[src/rtl/deinterleaver_scheduler_pkg.sv]
// Shared definitions for the receive deinterleaver scheduler:
// SIGNAL/DATA constants, RATE codes, rate lookup and FSM state encoding.
package deinterleaver_scheduler_pkg;

  localparam int unsigned SIG_CBPS     = 48;
  localparam int unsigned SERVICE_TAIL = 22;

  localparam logic [3:0] RATE_6M  = 4'b1101;
  localparam logic [3:0] RATE_9M  = 4'b1111;
  localparam logic [3:0] RATE_12M = 4'b0101;
  localparam logic [3:0] RATE_18M = 4'b0111;
  localparam logic [3:0] RATE_24M = 4'b1001;
  localparam logic [3:0] RATE_36M = 4'b1011;
  localparam logic [3:0] RATE_48M = 4'b0001;
  localparam logic [3:0] RATE_54M = 4'b0011;

  typedef struct packed {
    logic       valid;
    logic [8:0] cbps;
    logic [7:0] dbps;
  } rate_info_t;

  // Map RATE bits R1..R4 to coded/data bits per OFDM symbol.
  function automatic rate_info_t rate_lookup(input logic [3:0] rate);
    rate_info_t r;
    r       = '0;
    r.valid = 1'b1;
    case (rate)
      RATE_6M:  begin r.cbps = 9'd48;  r.dbps = 8'd24;  end
      RATE_9M:  begin r.cbps = 9'd48;  r.dbps = 8'd36;  end
      RATE_12M: begin r.cbps = 9'd96;  r.dbps = 8'd48;  end
      RATE_18M: begin r.cbps = 9'd96;  r.dbps = 8'd72;  end
      RATE_24M: begin r.cbps = 9'd192; r.dbps = 8'd96;  end
      RATE_36M: begin r.cbps = 9'd192; r.dbps = 8'd144; end
      RATE_48M: begin r.cbps = 9'd288; r.dbps = 8'd192; end
      RATE_54M: begin r.cbps = 9'd288; r.dbps = 8'd216; end
      default:  r.valid = 1'b0;
    endcase
    return r;
  endfunction

  typedef enum logic [9:0] {
    IDLE      = 10'b00_0000_0001,
    SIG_START = 10'b00_0000_0010,
    SIG_FILL  = 10'b00_0000_0100,
    SIG_WAIT  = 10'b00_0000_1000,
    CALC      = 10'b00_0001_0000,
    D_START   = 10'b00_0010_0000,
    D_FILL    = 10'b00_0100_0000,
    D_WAIT    = 10'b00_1000_0000,
    DONE      = 10'b01_0000_0000,
    ERR       = 10'b10_0000_0000
  } state_t;

endpackage

[src/rtl/deinterleaver_scheduler_nsym_calc.sv]
// Sequential ceil-divide: counts DATA symbols needed to carry nbits
// at dbps bits per symbol, one symbol per step cycle.
module deinterleaver_scheduler_nsym_calc #(
  parameter int unsigned SYM_W = 11
) (
  input  logic             Clk,
  input  logic             Reset,
  input  logic             clr,
  input  logic             step,
  input  logic [7:0]       dbps,
  input  logic [15:0]      nbits,
  output logic [SYM_W-1:0] nsym,
  output logic             done
);

  logic [16:0] acc;
  logic [16:0] acc_next;

  // Next accumulator value and exit test for the current step.
  always_comb begin
    acc_next = acc + {9'd0, dbps};
    done     = step & (acc_next >= {1'b0, nbits});
  end

  // Accumulate one symbol's worth of data bits per step; nsym holds after done.
  always_ff @(posedge Clk) begin
    if (Reset || clr) begin
      acc  <= '0;
      nsym <= '0;
    end else if (step) begin
      acc  <= acc_next;
      nsym <= nsym + 1'b1;
    end
  end

endmodule

[src/rtl/deinterleaver_scheduler.sv]
// Per-frame sequencer for the receive deinterleaver: gates the SIGNAL
// symbol, then N_SYM DATA symbols, sized from the decoded SIGNAL field.
module deinterleaver_scheduler
  import deinterleaver_scheduler_pkg::*;
#(
  parameter int unsigned LEN_W = 12,
  parameter int unsigned SYM_W = 11
) (
  input  logic             Clk,
  input  logic             Reset,
  input  logic             En,
  input  logic             In_valid,
  input  logic             In_bit,
  output logic             In_ready,
  output logic             Dil_start,
  output logic [8:0]       Dil_size,
  output logic             Dil_data,
  output logic             Dil_we,
  input  logic             Dil_done,
  input  logic             Sig_valid,
  input  logic [3:0]       Sig_rate,
  input  logic [LEN_W-1:0] Sig_length,
  input  logic             Sig_parity_ok,
  output logic [SYM_W-1:0] Sym_count,
  output logic             Busy,
  output logic             Frame_done,
  output logic             Error
);

  state_t           state;
  logic [8:0]       bit_cnt;
  logic [8:0]       n_cbps;
  logic [7:0]       n_dbps;
  logic [15:0]      n_bits;
  logic             done_seen;
  logic             sig_seen;
  logic             accept;
  rate_info_t       sig_info;
  logic             sig_ok;
  logic             calc_clr;
  logic             calc_step;
  logic             calc_done;
  logic [SYM_W-1:0] calc_nsym;

  assign accept   = In_valid & In_ready;
  assign Dil_we   = accept;
  assign Dil_data = In_bit;

  // Decode and validate the SIGNAL field presented by the decoder.
  always_comb begin
    sig_info = rate_lookup(Sig_rate);
    sig_ok   = sig_info.valid && (Sig_length != '0) && Sig_parity_ok;
  end

  // The divider restarts from zero whenever a new SIGNAL field is pending.
  assign calc_clr  = (state == IDLE) || (state == SIG_WAIT);
  assign calc_step = (state == CALC);

  deinterleaver_scheduler_nsym_calc #(.SYM_W(SYM_W)) u_nsym_calc (
    .Clk   (Clk),
    .Reset (Reset),
    .clr   (calc_clr),
    .step  (calc_step),
    .dbps  (n_dbps),
    .nbits (n_bits),
    .nsym  (calc_nsym),
    .done  (calc_done)
  );

  // Frame FSM with registered handshake outputs.
  // Dil_size doubles as the fill limit, so both fill states share one compare.
  always_ff @(posedge Clk) begin
    if (Reset || !En) begin
      state      <= IDLE;
      In_ready   <= 1'b0;
      Dil_start  <= 1'b0;
      Dil_size   <= 9'(SIG_CBPS);
      Sym_count  <= '0;
      Busy       <= 1'b0;
      Frame_done <= 1'b0;
      Error      <= 1'b0;
      bit_cnt    <= '0;
      n_cbps     <= '0;
      n_dbps     <= '0;
      n_bits     <= '0;
      done_seen  <= 1'b0;
      sig_seen   <= 1'b0;
    end else begin
      Dil_start  <= 1'b0;
      Frame_done <= 1'b0;
      case (state)
        IDLE: begin
          state     <= SIG_START;
          Dil_start <= 1'b1;
          Dil_size  <= 9'(SIG_CBPS);
          bit_cnt   <= '0;
          Busy      <= 1'b1;
        end
        SIG_START: begin
          state    <= SIG_FILL;
          In_ready <= 1'b1;
        end
        SIG_FILL: begin
          if (accept) begin
            bit_cnt <= bit_cnt + 1'b1;
            if (bit_cnt == Dil_size - 1'b1) begin
              In_ready <= 1'b0;
              state    <= SIG_WAIT;
            end
          end
        end
        SIG_WAIT: begin
          if (Sig_valid && !sig_seen && !sig_ok) begin
            state <= ERR;
            Error <= 1'b1;
          end else begin
            if (Sig_valid && !sig_seen) begin
              sig_seen <= 1'b1;
              n_cbps   <= sig_info.cbps;
              n_dbps   <= sig_info.dbps;
              n_bits   <= 16'({Sig_length, 3'b000}) + 16'(SERVICE_TAIL);
            end
            if (Dil_done)
              done_seen <= 1'b1;
            if ((Sig_valid || sig_seen) && (Dil_done || done_seen))
              state <= CALC;
          end
        end
        CALC: begin
          if (calc_done) begin
            state     <= D_START;
            Dil_start <= 1'b1;
            Dil_size  <= n_cbps;
            bit_cnt   <= '0;
          end
        end
        D_START: begin
          state    <= D_FILL;
          In_ready <= 1'b1;
        end
        D_FILL: begin
          if (accept) begin
            bit_cnt <= bit_cnt + 1'b1;
            if (bit_cnt == Dil_size - 1'b1) begin
              In_ready <= 1'b0;
              state    <= D_WAIT;
            end
          end
        end
        D_WAIT: begin
          if (Dil_done) begin
            Sym_count <= Sym_count + 1'b1;
            if ((Sym_count + 1'b1) == calc_nsym) begin
              Frame_done <= 1'b1;
              state      <= DONE;
            end else begin
              state     <= D_START;
              Dil_start <= 1'b1;
              bit_cnt   <= '0;
            end
          end
        end
        DONE: ;
        ERR:  ;
        default: state <= IDLE;
      endcase
    end
  end

endmodule
[config.mk]
export PLATFORM = sky130hd
export DESIGN_NAME = deinterleaver_scheduler
export DESIGN_NICKNAME = d
export VERILOG_FILES = /design/src/rtl/deinterleaver_scheduler_pkg.sv /design/src/rtl/deinterleaver_scheduler_nsym_calc.sv /design/src/rtl/deinterleaver_scheduler.sv
export SDC_FILE = /design/constraint.sdc
export NUM_CORES = 1
export LEC_CHECK = 0
export BUFFER_PORTS_ARGS = -buffer_cell sky130_fd_sc_hd__buf_4
export CAP_MARGIN = 40
export CORE_ASPECT_RATIO = 2
export CORE_MARGIN = 2
export CORE_UTILIZATION = 50
export CTS_BUF_LIST = sky130_fd_sc_hd__clkbuf_4
export DETAILED_ROUTE_END_ITERATION = 8
export PLACE_DENSITY = 0.73
export SLEW_MARGIN = 25
export SYNTH_ARGS = -nofsm -noshare
export SYNTH_HDL_FRONTEND = slang
export SYNTH_SLANG_ARGS = --single-unit
[constraint.sdc]
create_clock -name Clk -period 4.3 [get_ports Clk]
set_input_delay 1.29 -clock Clk [delete_from_list [all_inputs] [get_ports Clk]]
set_output_delay 1.29 -clock Clk [all_outputs]
set_load 0.01 [all_outputs]
Word-level counts from Yosys, hierarchy flattened
Cells that the tools add are included.
Cells by class
  add/subtract/negate cells: 6
  multiply operators: 0
  divide/modulo/power cells: 0
  magnitude comparators: 1
  equality and inequality tests: 30
  shift-type cells: 0
  muxes and demuxes: 27
  bitwise logic cells: 6
  reduce and logical (&&, ||, !) cells: 30
Operators by type and width (number)
  $pmux W17 S8: 1
  $pmux W10 S9: 1
  $mux W10: 8
  $mux W9: 6
  $pmux W9 S4: 1
  $add A11 B1 Y11 const B: 2
  $pmux W9 S2: 1
  $add A17 B8 Y17: 1
  $ge A17 B16 Y1: 1
  $add A15 B5 Y16 const B: 1
  $eq A4 B4 Y1 const B: 4
  $ne A2 B2 Y1 const B: 7
  $reduce_bool A12 Y1: 1
  $eq A11 B11 Y1: 1
  $eq A10 B1 Y1 const B: 1
  $eq A10 B10 Y1 const B: 1
  $eq A10 B2 Y1 const B: 1
  $eq A10 B3 Y1 const B: 1
  $eq A10 B4 Y1 const B: 1
  $eq A10 B5 Y1 const B: 1
  $eq A10 B6 Y1 const B: 1
  $eq A10 B7 Y1 const B: 1
  $eq A10 B8 Y1 const B: 1
  $eq A10 B9 Y1 const B: 1
  other kinds (25): 54
Storage, ports and cells
  register bits after elaboration: 107
  latch bits: 0
  bits in writable memories: 0
  ROM bits: 0
  output and inout port bits: 27
  word-level logic and storage cells: 116
  memories kept: 0

Longest topological paths before layout
Gate-level depths: netlist (run 1).
  depth after elaboration: 9
  depth in mapped cells: 18
  gate-level depth less buffers: 16

Modules after synthesis
A second synthesis (run 1) with hierarchy kept.
Unflattened totals
  cell total of the unflattened synthesis: 709
  area, all modules: 5770.5 um2
By module, submodules not included
  deinterleaver_scheduler: instances 1, cells each 453, area an instance 3624.7 um2
  deinterleaver_scheduler_nsym_calc: instances 1, cells each 256, area an instance 2145.8 um2

Least setup slack after synthesis (run 1)
No wires, ideal clock.
  path kind: register to register
  start: register n_dbps[3]
  end: register bit_cnt[7]
  setup time: 0.076 ns
  arrival: 3.648 ns
  data required time: 4.224 ns
  setup slack: 0.576 ns
  cell stages (with the launch flop): 18
  path buffers: 1
  cell sequence: dfxtp_1 > ha_1 > a21o_1 > a21oi_1 > o21bai_1 > a21oi_1 > o21a_1 > clkbuf_1 > nor2_1 > xor2_1 > ha_1 > nand3_1 > a2111oi_0 > o41a_1 > or4_1 > o211ai_2 > or4_1 > a21oi_1
On the way
  longest elaborated chain between the ends: 5
Ends and longest elaborated chain
  from (decl): RTL line deinterleaver_scheduler.sv:33  | logic [7:0] n_dbps;
  from (signal assigned): RTL line deinterleaver_scheduler.sv:120  | n_dbps <= sig_info.dbps;
  $add A17 B8 Y17: RTL line deinterleaver_scheduler_nsym_calc.sv:21  | acc_next = acc + {9'd0, dbps};
  via u_nsym_calc.acc_next[15]: RTL line deinterleaver_scheduler_nsym_calc.sv:17  | logic [16:0] acc_next;
  $ge A17 B16 Y1: RTL line deinterleaver_scheduler_nsym_calc.sv:22  | done = step & (acc_next >= {1'b0, nbits});
  $and A1 B1 Y1: RTL line deinterleaver_scheduler_nsym_calc.sv:22
  $ne A2 B2 Y1 (no source line)
  $reduce_and A5 Y1 (no source line)
  to (signal assigned): RTL line deinterleaver_scheduler.sv:105  | bit_cnt <= bit_cnt + 1'b1;
  to (signal assigned): RTL line deinterleaver_scheduler.sv:143  | bit_cnt <= bit_cnt + 1'b1;
  to (decl): RTL line deinterleaver_scheduler.sv:31  | logic [8:0] bit_cnt;
The timed path passes the listed nets, and every way through them passes these cells.
A chain may end at the register's enable or synchronous reset.

Worst setup path in the final report (run 1)
  start: register u_nsym_calc.acc[2]
  end: register bit_cnt[2]
On the way
  longest elaborated chain between the ends: 5
Ends and longest elaborated chain
  from (decl): RTL line deinterleaver_scheduler_nsym_calc.sv:16  | logic [16:0] acc;
  from (signal assigned): RTL line deinterleaver_scheduler_nsym_calc.sv:31  | acc <= acc_next;
  $add A17 B8 Y17: RTL line deinterleaver_scheduler_nsym_calc.sv:21
  via u_nsym_calc.acc_next[14]: RTL line deinterleaver_scheduler_nsym_calc.sv:17
  $ge A17 B16 Y1: RTL line deinterleaver_scheduler_nsym_calc.sv:22
  $and A1 B1 Y1: RTL line deinterleaver_scheduler_nsym_calc.sv:22
  $ne A2 B2 Y1 (no source line)
  $reduce_and A5 Y1 (no source line)
The timed path passes the listed nets, and every way through them passes these cells.

==> results of run 1 <==
metal layers:
layer	vias up	global-route usage, %	wire, µm
li1	2439	-	-
met3	37	3.99	391
met4	0	14.0	683
met2	122	46.3	7490
met1	2334	22.7	4860
met5	-	0	0
registers in the layout, indices dropped and copies added (netlist names):
signal / flops
Dil_size: 5
n_cbps: 5
In_ready: 1
u_nsym_calc.acc: 15
bit_cnt: 9
Frame_done: 1
state: 10
Dil_start: 1
Error: 1
Busy: 1
Sym_count: 11
n_dbps: 6
u_nsym_calc.nsym: 11
done_seen: 1
n_bits: 14
cell usage after synthesis, drive strengths merged (2+ instances only):
library cell	count	area (µm²)
dfxtp	92	1840
nor2	74	285
nand2	66	248
a21oi	55	275
xor2	38	333
inv	34	128
nand3	34	170
xnor2	30	263
ha	24	300
o21ai	22	110
clkbuf	20	75.1
buf	17	113
or4	14	113
a211oi	13	97.6
nand4	13	87.6
nor3	13	70.1
and3	11	68.8
nor4	10	90.1
o31ai	10	75.1
or3	9	56.3
nand2b	7	43.8
nor2b	6	37.5
a31oi	4	25.0
and4	4	35.0
nand4b	4	35.0
o211ai	4	35.0
o21a	4	30.0
or2	4	25.0
a21o	3	22.5
and2	3	18.8
o2111ai	3	26.3
and4b	2	20.0
nand3b	2	15.0
nor4b	2	17.5
o221a	2	22.5
o22ai	2	12.5
stage by stage:
step           util, %  cells  hold slack, ns
6_report          57.0    850           0.465
4_1_cts           56.4    845           0.466
3_5_place_dp      55.0    829           0.444
5_1_grt           57.0    850           0.485
2_1_floorplan        -    678           0.432
3_3_place_gp      54.8    828           0.436
critical path: cells and delay by family (launching register included):
kind	cells	cell delay, ns
AOI/OAI and AO/OA	6	1.37
xor gates and xnor gates	1	0.07
adders and majority gates	3	0.87
buffers and inverters	2	0.26
DFF	1	0.37
and+or+nand+nor	5	1.02
cells by family after synthesis:
logic type | after synthesis | share of synthesized area (%)
AOI/OAI and AO/OA | 135 | 15.7
xor gates and xnor gates | 68 | 11.0
muxes | 1 | 0.185
adders and majority gates | 25 | 5.92
DFF | 92 | 34.0
other | 1 | 0.0693
buffers and inverters | 71 | 5.83
and+or+nand+nor | 282 | 27.3
report_power, final:
part	switching, mW	internal [mW]	total (mW)	leakage, nW
Sequential	0.00301	0.855	0.858	0.742
Combinational	0.0571	0.0384	0.0955	1.40
Clock	0.292	0.238	0.530	0.0876
Total	0.352	1.13	1.48	2.23
worst max path at each step:
stage / end / depth (start not counted)
detailed placement: bit_cnt[7] / 16
global route: bit_cnt[2] / 17
CTS: bit_cnt[2] / 17
floorplan: bit_cnt[7] / 17
finish: bit_cnt[2] / 17
global placement: bit_cnt[7] / 16
cell type report:
cell class | instances | share of cell area (%)
Multi-Input combinational cell | 515 | 54.8
Clock inverter | 6 | 1.31
Clock buffer | 10 | 1.25
Antenna cell | 1 | 0.0417
Timing Repair Buffer | 55 | 7.00
Sequential cell | 92 | 30.7
Inverter | 34 | 2.12
Tap cell | 137 | 2.85
timing repair:
action	CTS	global route
gates resized for setup	0	5
setup buffers	0	4
hold buffers	0	0
endpoints found under the setup margin	0	9
==> results.md, run 1 <==
- Grt ovf: 0
- Fillers: 982
- Worst-path fanout max: 12
- Fmax: 0.249 GHz
- FF-to-FF path depth: 17
- Main flop type after synthesis: dfxtp_1
- Gr usage total: 23.7%
- Tcrit/Tclk final: 93.6%
- Die height: 151 µm
- Cts bufs inserted: 9
- Vias in the first global route: 4719
- Yosys warns: 0
- Largest stage delay, worst path: 0.40 ns
- Worst Hold Path EP: n_cbps[8]
- Routed len/inst: 15.8 µm
- Starting Density: 51.3%
- Die ar.: 0.0117 mm²
- Relative slew slack: 53.3%
- CP Data Arrival Time: 4.41 ns
- Drt pass-1 iters: 5
- Sequential cell area: 0.00184 mm²
- Worst path cell trace: ha_1 > inv_1 > fa_1 > nor2b_1 > o2111ai_1 > a21oi_1 > and3_1 > xor2_1 > ha_1 > nand3_1 > a2111oi_2 > o41a_1 > or4_1 > o211ai_4 > buf_4 > or3_1 > a21oi_1
- Area grow syn2layout: 11.0%
- Placer congestion estimate: 0.958
- DP Worst Slack: 0.150 ns
- FF-to-FF End: bit_cnt[2]
- Hold Path Class: flop to flop
- Reg-to-reg startpoint: u_nsym_calc.acc[2]
- R2R Setup Slk: 0.28 ns
- Placed cell area: 0.00580 mm²
- Worst setup EP type: flop
- FP Rows: 53
- RSZ-0062 raised after global routing: false
- Number of synthesized register bits: 92
- Post-route setup slack: 0.276 ns
- Nets: 756
- Clk_lat worst skew: 0.46 ns
- First-pass GRT wire length: 22.0 mm
- Starting DRT DRC Count: 206
- Clock Path Buffers: 2
- # IOs: 51
- Worst path required time: 4.69 ns
- Post-Route Skew: 0.0113 ns
- Reg clk slew, reported paths: 0.14 ns
- CP max-delay cell: fa_1
- Pins Over Slew Limit: 0
- Leakage: 2.23 nW
- Commonest non-fill, non-tap cell in the layout: dfxtp_1
- CTS Sinks: 92
- Clock period minus worst slack: 4.02 ns
- Critical Path Source Type: flop
- HPWL Detailed: 10.3 mm
- Via density: 5.80
- Final setup violating endpoints: 0
- Largest net degree at the start of global routing: 34
- CTS tree: yes
- Area occupied by multi-input gates: 0.00329 mm²
- Cell Pwr Density: 247 mW/mm²
- CP startpoint: u_nsym_calc.acc[2]
- DR vias: 4932
- Synth Area per Inst: 8.02 µm²
- Post-synth EDFFs: 0
- Antenna Nets Post-Route: 0
- DRC: 0
- Post-Syn Area: 0.00541 mm²
- IO buf count: 44
- Die X: 77.6 µm
- Setup TNS: 0 ns
- Kind of critical path: flop to flop
- WHS Path Cells: 2
- Routed WL: 13.4 mm
- Power Total: 1.48 mW
- Asr flop ratio synth: 0%
- Hold Path Origin: n_cbps[8]
- Slew @ Worst Pin: 0.698 ns
- Antenna violations before repair: 1
- Finished Cell Area: 0.00601 mm²
- Synth unique cells: 68
- Status: finished, final reports clean
- Core Region: 0.0105 mm²
- Share of the yosys chip area belonging to registers: 34.0%
- Layout cell share with drive strength beyond 1: 12.5%
- Most frequent cells in the layout: 92 x dfxtp_1, 73 x nor2_1, 66 x nand2_1
- Worst VDD drop: 0.186 mV
- Post-Synthesis Cells: 675
- H-tree lvl count: 3
- Hold Violations, Final: 0
- Root buf cell: clkbuf_4
- Max_cap viols: 0
Note: power is estimated with default switching activity, not from simulation.
==> run 2, diff against run 1 <==
--- a/config.mk
+++ b/config.mk
@@ -5,6 +5,7 @@
 export SDC_FILE = /design/constraint.sdc
 export NUM_CORES = 1
 export LEC_CHECK = 0
+export ABC_AREA = 1
 export BUFFER_PORTS_ARGS = -buffer_cell sky130_fd_sc_hd__buf_4
 export CAP_MARGIN = 40
 export CORE_ASPECT_RATIO = 2
==> run 2 against run 1 <==
Net effect: core utilization fell by 0.27 points; hold slack improved by 0.0072 ns; die area rose by 4.1%; wire length rose by 1.5%; sequential share of layout area fell by 0.98 points; sequential power barely moved; via count rose by 7.1%; sequential cell count did not move; fmax rose by 15%; first-iteration DRC count rose by 13%; synthesized cell count rose by 23%; critical path depth rose by 4; critical path type unchanged; highest routed layer unchanged.
==> results.md, run 2 <==
- Routed len/inst: 13.4 µm (-15%)
- Post-Syn Area: 0.00564 mm² (+4.3%)
- Cts bufs inserted: 9 (unchanged)
- Post-Synthesis Cells: 829 (+23%)
- Asr flop ratio synth: 0% (unchanged)
- Largest register FFs: 15 (unchanged)
- Area leader, netlist: dfxtp_1
- Kind of critical path: flop to flop
- Gr usage total: 23.6% (-0.13 points)
- IO buf count: 44 (unchanged)
- Vias in the first global route: 5131 (+8.7%)
- Post-Route Skew: 0.00851 ns (-0.00283 ns)
- Main flop type after synthesis: dfxtp_1
- Mux cell area share after synthesis: 0% (-0.19 points)
- Synth unique cells: 45 (-34%)
- Number of synthesized register bits: 92 (unchanged)
- Post-synth EDFFs: 0 (unchanged)
- CTS Sinks: 92 (unchanged)
- Hold_buf cts: 0 (unchanged)
- Nets: 918 (+21%)
- Final setup violating endpoints: 0 (unchanged)
- Leakage: 2.78 nW (+25%)
- Starting Density: 51.6% (+0.24 points)
- Area grow syn2layout: 9.98%
- Synth Area per Inst: 6.81 µm² (-15%)
- Reg clk slew, reported paths: 0.14 ns (about the same)
- Xor and xnor fraction of the mapped netlist area: 4.35% (-6.7 points)
- DRC: 0 (unchanged)
- Hold Path Class: flop to flop
- Yosys warns: 0 (unchanged)
- Most frequent cells in the layout: 193 x nand2_1, 118 x inv_1, 92 x dfxtp_1
- Cell Pwr Density: 233 mW/mm² (-5.8%)
- Synth top area cells: dfxtp_1 33%, nand2_1 13%, inv_1 7.8%, a21oi_1 6.7%, nand3_1 5.5%
- Starting DRT DRC Count: 233 (+13%)
- Clk_lat worst skew: 0.46 ns (about the same)
- Fmax: 0.286 GHz (+15%)
- Layout cell share with drive strength beyond 1: 13.7% (+1.2 points)
- Post-Synth Simple-Gate Area: 31.8% (+4.5 points)
- Die height: 154 µm (+2.1%)
- Worst setup EP type: flop
- DR vias: 5282 (+7.1%)
- Post-route setup slack: 0.801 ns (+0.525 ns)
- Top cell type's share of synthesized area: 32.6% (-1.4 points)
- Max_cap viols: 0 (unchanged)
- Worst VDD drop: 0.142 mV (-23%)
- Synth Area in Adders: 5.68% (-0.24 points)
- Placer congestion estimate: 0.966 (+0.77%)
- Critical Path Source Type: flop
- Hold Violations, Final: 0 (unchanged)
- Top reg by flops: u_nsym_calc.acc
- CTS resizes: 0 (unchanged)
- Antenna violations before repair: 1 (unchanged)
- Worst-path fanout max: 10 (-2)
- Drt pass-1 iters: 4 (-1)
- Synth Area in Compound Gates: 14.6% (-1.1 points)
- RSZ-0062 raised after global routing: false
- DP Worst Slack: 0.864 ns (+0.714 ns)
- Top post-synthesis cells by count: 193 x nand2_1, 118 x inv_1, 92 x dfxtp_1
- Count leader, synth: nand2_1
- H-tree lvl count: 3 (unchanged)
- CTS tree: yes
- Largest regs: u_nsym_calc.acc: 15 flops, n_bits: 14 flops
- Via density: 5.20 (-10%)
- Largest net degree at the start of global routing: 38 (+12%)
- Worst path required time: 4.66 ns (-0.03 ns)
- Die X: 79.1 µm (+2.0%)
- Setup TNS: 0 ns (unchanged)
- Pins Over Slew Limit: 0 (unchanged)
- Root buf cell: clkbuf_4
- Slew @ Worst Pin: 0.679 ns (-0.0189 ns)
- Clock Path Buffers: 2 (unchanged)
- Tcrit/Tclk final: 81.4% (-12 points)
- Status: finished, final reports clean
- First-pass GRT wire length: 22.9 mm (+4.2%)
- Share of the yosys chip area belonging to registers: 32.6% (-1.4 points)
- Grt ovf: 0 (unchanged)
- Die ar.: 0.0122 mm² (+4.1%)
- Relative slew slack: 54.7% (+1.4 points)
- CP Data Arrival Time: 3.86 ns (-0.55 ns)
- FP Rows: 54 (+1.9%)
- Fillers: 1160 (+18%)
- # IOs: 51 (unchanged)
- Routed WL: 13.6 mm (+1.5%)
- Core Region: 0.0109 mm² (+3.8%)
- HPWL Detailed: 10.6 mm (+3.3%)
- Post-CTS setup buffer count: 0 (unchanged)
- Clock period minus worst slack: 3.50 ns (-0.525 ns)
- Commonest non-fill, non-tap cell in the layout: nand2_1
- Antenna Nets Post-Route: 0 (unchanged)
- Largest family of logic cells by synthesized area: simple AND/OR/NAND/NOR gates
[run 2: cell types whose count changed after synthesis, moves of 11 or more]
cell     delta
inv_1      +84
nand2_1   +127
a21oi_1    +20
xor2_1     -17
nand3_1    +28
nor2_1     -16
xnor2_1    -23
or4_1      -12
and3_1     -11
o21ai_0    +22
inv_2      +14
[run 2: path summary, 6_finish.rpt]
| kind | end | depth (start not counted) | start | slack [ns] |
|---|---|---|---|---|
| setup / recovery | bit_cnt[1] | 21 | n_dbps[2] | 0.80 |
| setup reg to reg | bit_cnt[1] | 21 | n_dbps[2] | 0.80 |
| hold reg to reg | n_bits[8] | 2 | n_bits[8] | 0.47 |
| hold / removal | n_bits[8] | 2 | n_bits[8] | 0.47 |
[run 2: cell families (layout without fill, tap and decap cells)]
group,after synthesis,in the layout
flops,92,92
compound gates,151,151
fa+ha+maj,25,25
buf+inv,154,196
other cells,1,5
xor+xnor,28,28
simple gates,378,378
[run 2: metal layers]
layer | global-route usage (%) | wire length [µm] | share of wire, % | vias to the layer above
met5 | 0 | 0 | 0 | -
met4 | 12.2 | 516 | 3.8 | 0
met3 | 3.62 | 362 | 2.7 | 26
met2 | 44.8 | 7610 | 56 | 82
met1 | 24.0 | 5130 | 38 | 2430
li1 | - | - | - | 2744
[run 2: final cells by class]
type	count	area, µm²	area share, %
diodes	1	2.50	0.0403
clock buffers	9	67.6	1.09
clock inverters	7	67.6	1.09
inverters	133	499	8.04
multi-input cells	586	3200	51.6
flip-flops and latches	92	1840	29.7
well taps	140	175	2.82
repair buffers	47	353	5.69
[run 2: critical path, stage by stage (launching register included)]
cell and delay [ns]:
dfxtp_1 0.36, ha_1 0.17, inv_1 0.06, fa_1 0.40
inv_1 0.09, nand4_1 0.12, nand3_1 0.16, nand4_1 0.14
nor2_1 0.14, xor2_1 0.20, ha_1 0.27, a21o_1 0.16
a21oi_1 0.11, nand2_1 0.07, a21oi_1 0.27, nand3_1 0.16
nand2_1 0.10, inv_2 0.10, nand2_4 0.14, nand2_1 0.09
nand2_2 0.07, nor2_2 0.04
[run 2: through the flow]
step,hold slack [ns],instances,utilization [%],cell area (µm²),power (mW)
after floorplan,0.435,832,-,5650,0.942
after global placement,0.451,998,55.4,6070,0.981
after detailed placement,0.456,998,55.4,6070,0.981
after CTS,0.475,1014,56.7,6200,1.46
after global routing,0.495,1015,56.7,6210,1.50
final,0.473,1015,56.7,6210,1.44
[run 2: report_power, final]
part           switching [mW]  internal [mW]
clock network           0.307          0.174
registers             0.00326          0.856
logic                  0.0673         0.0365
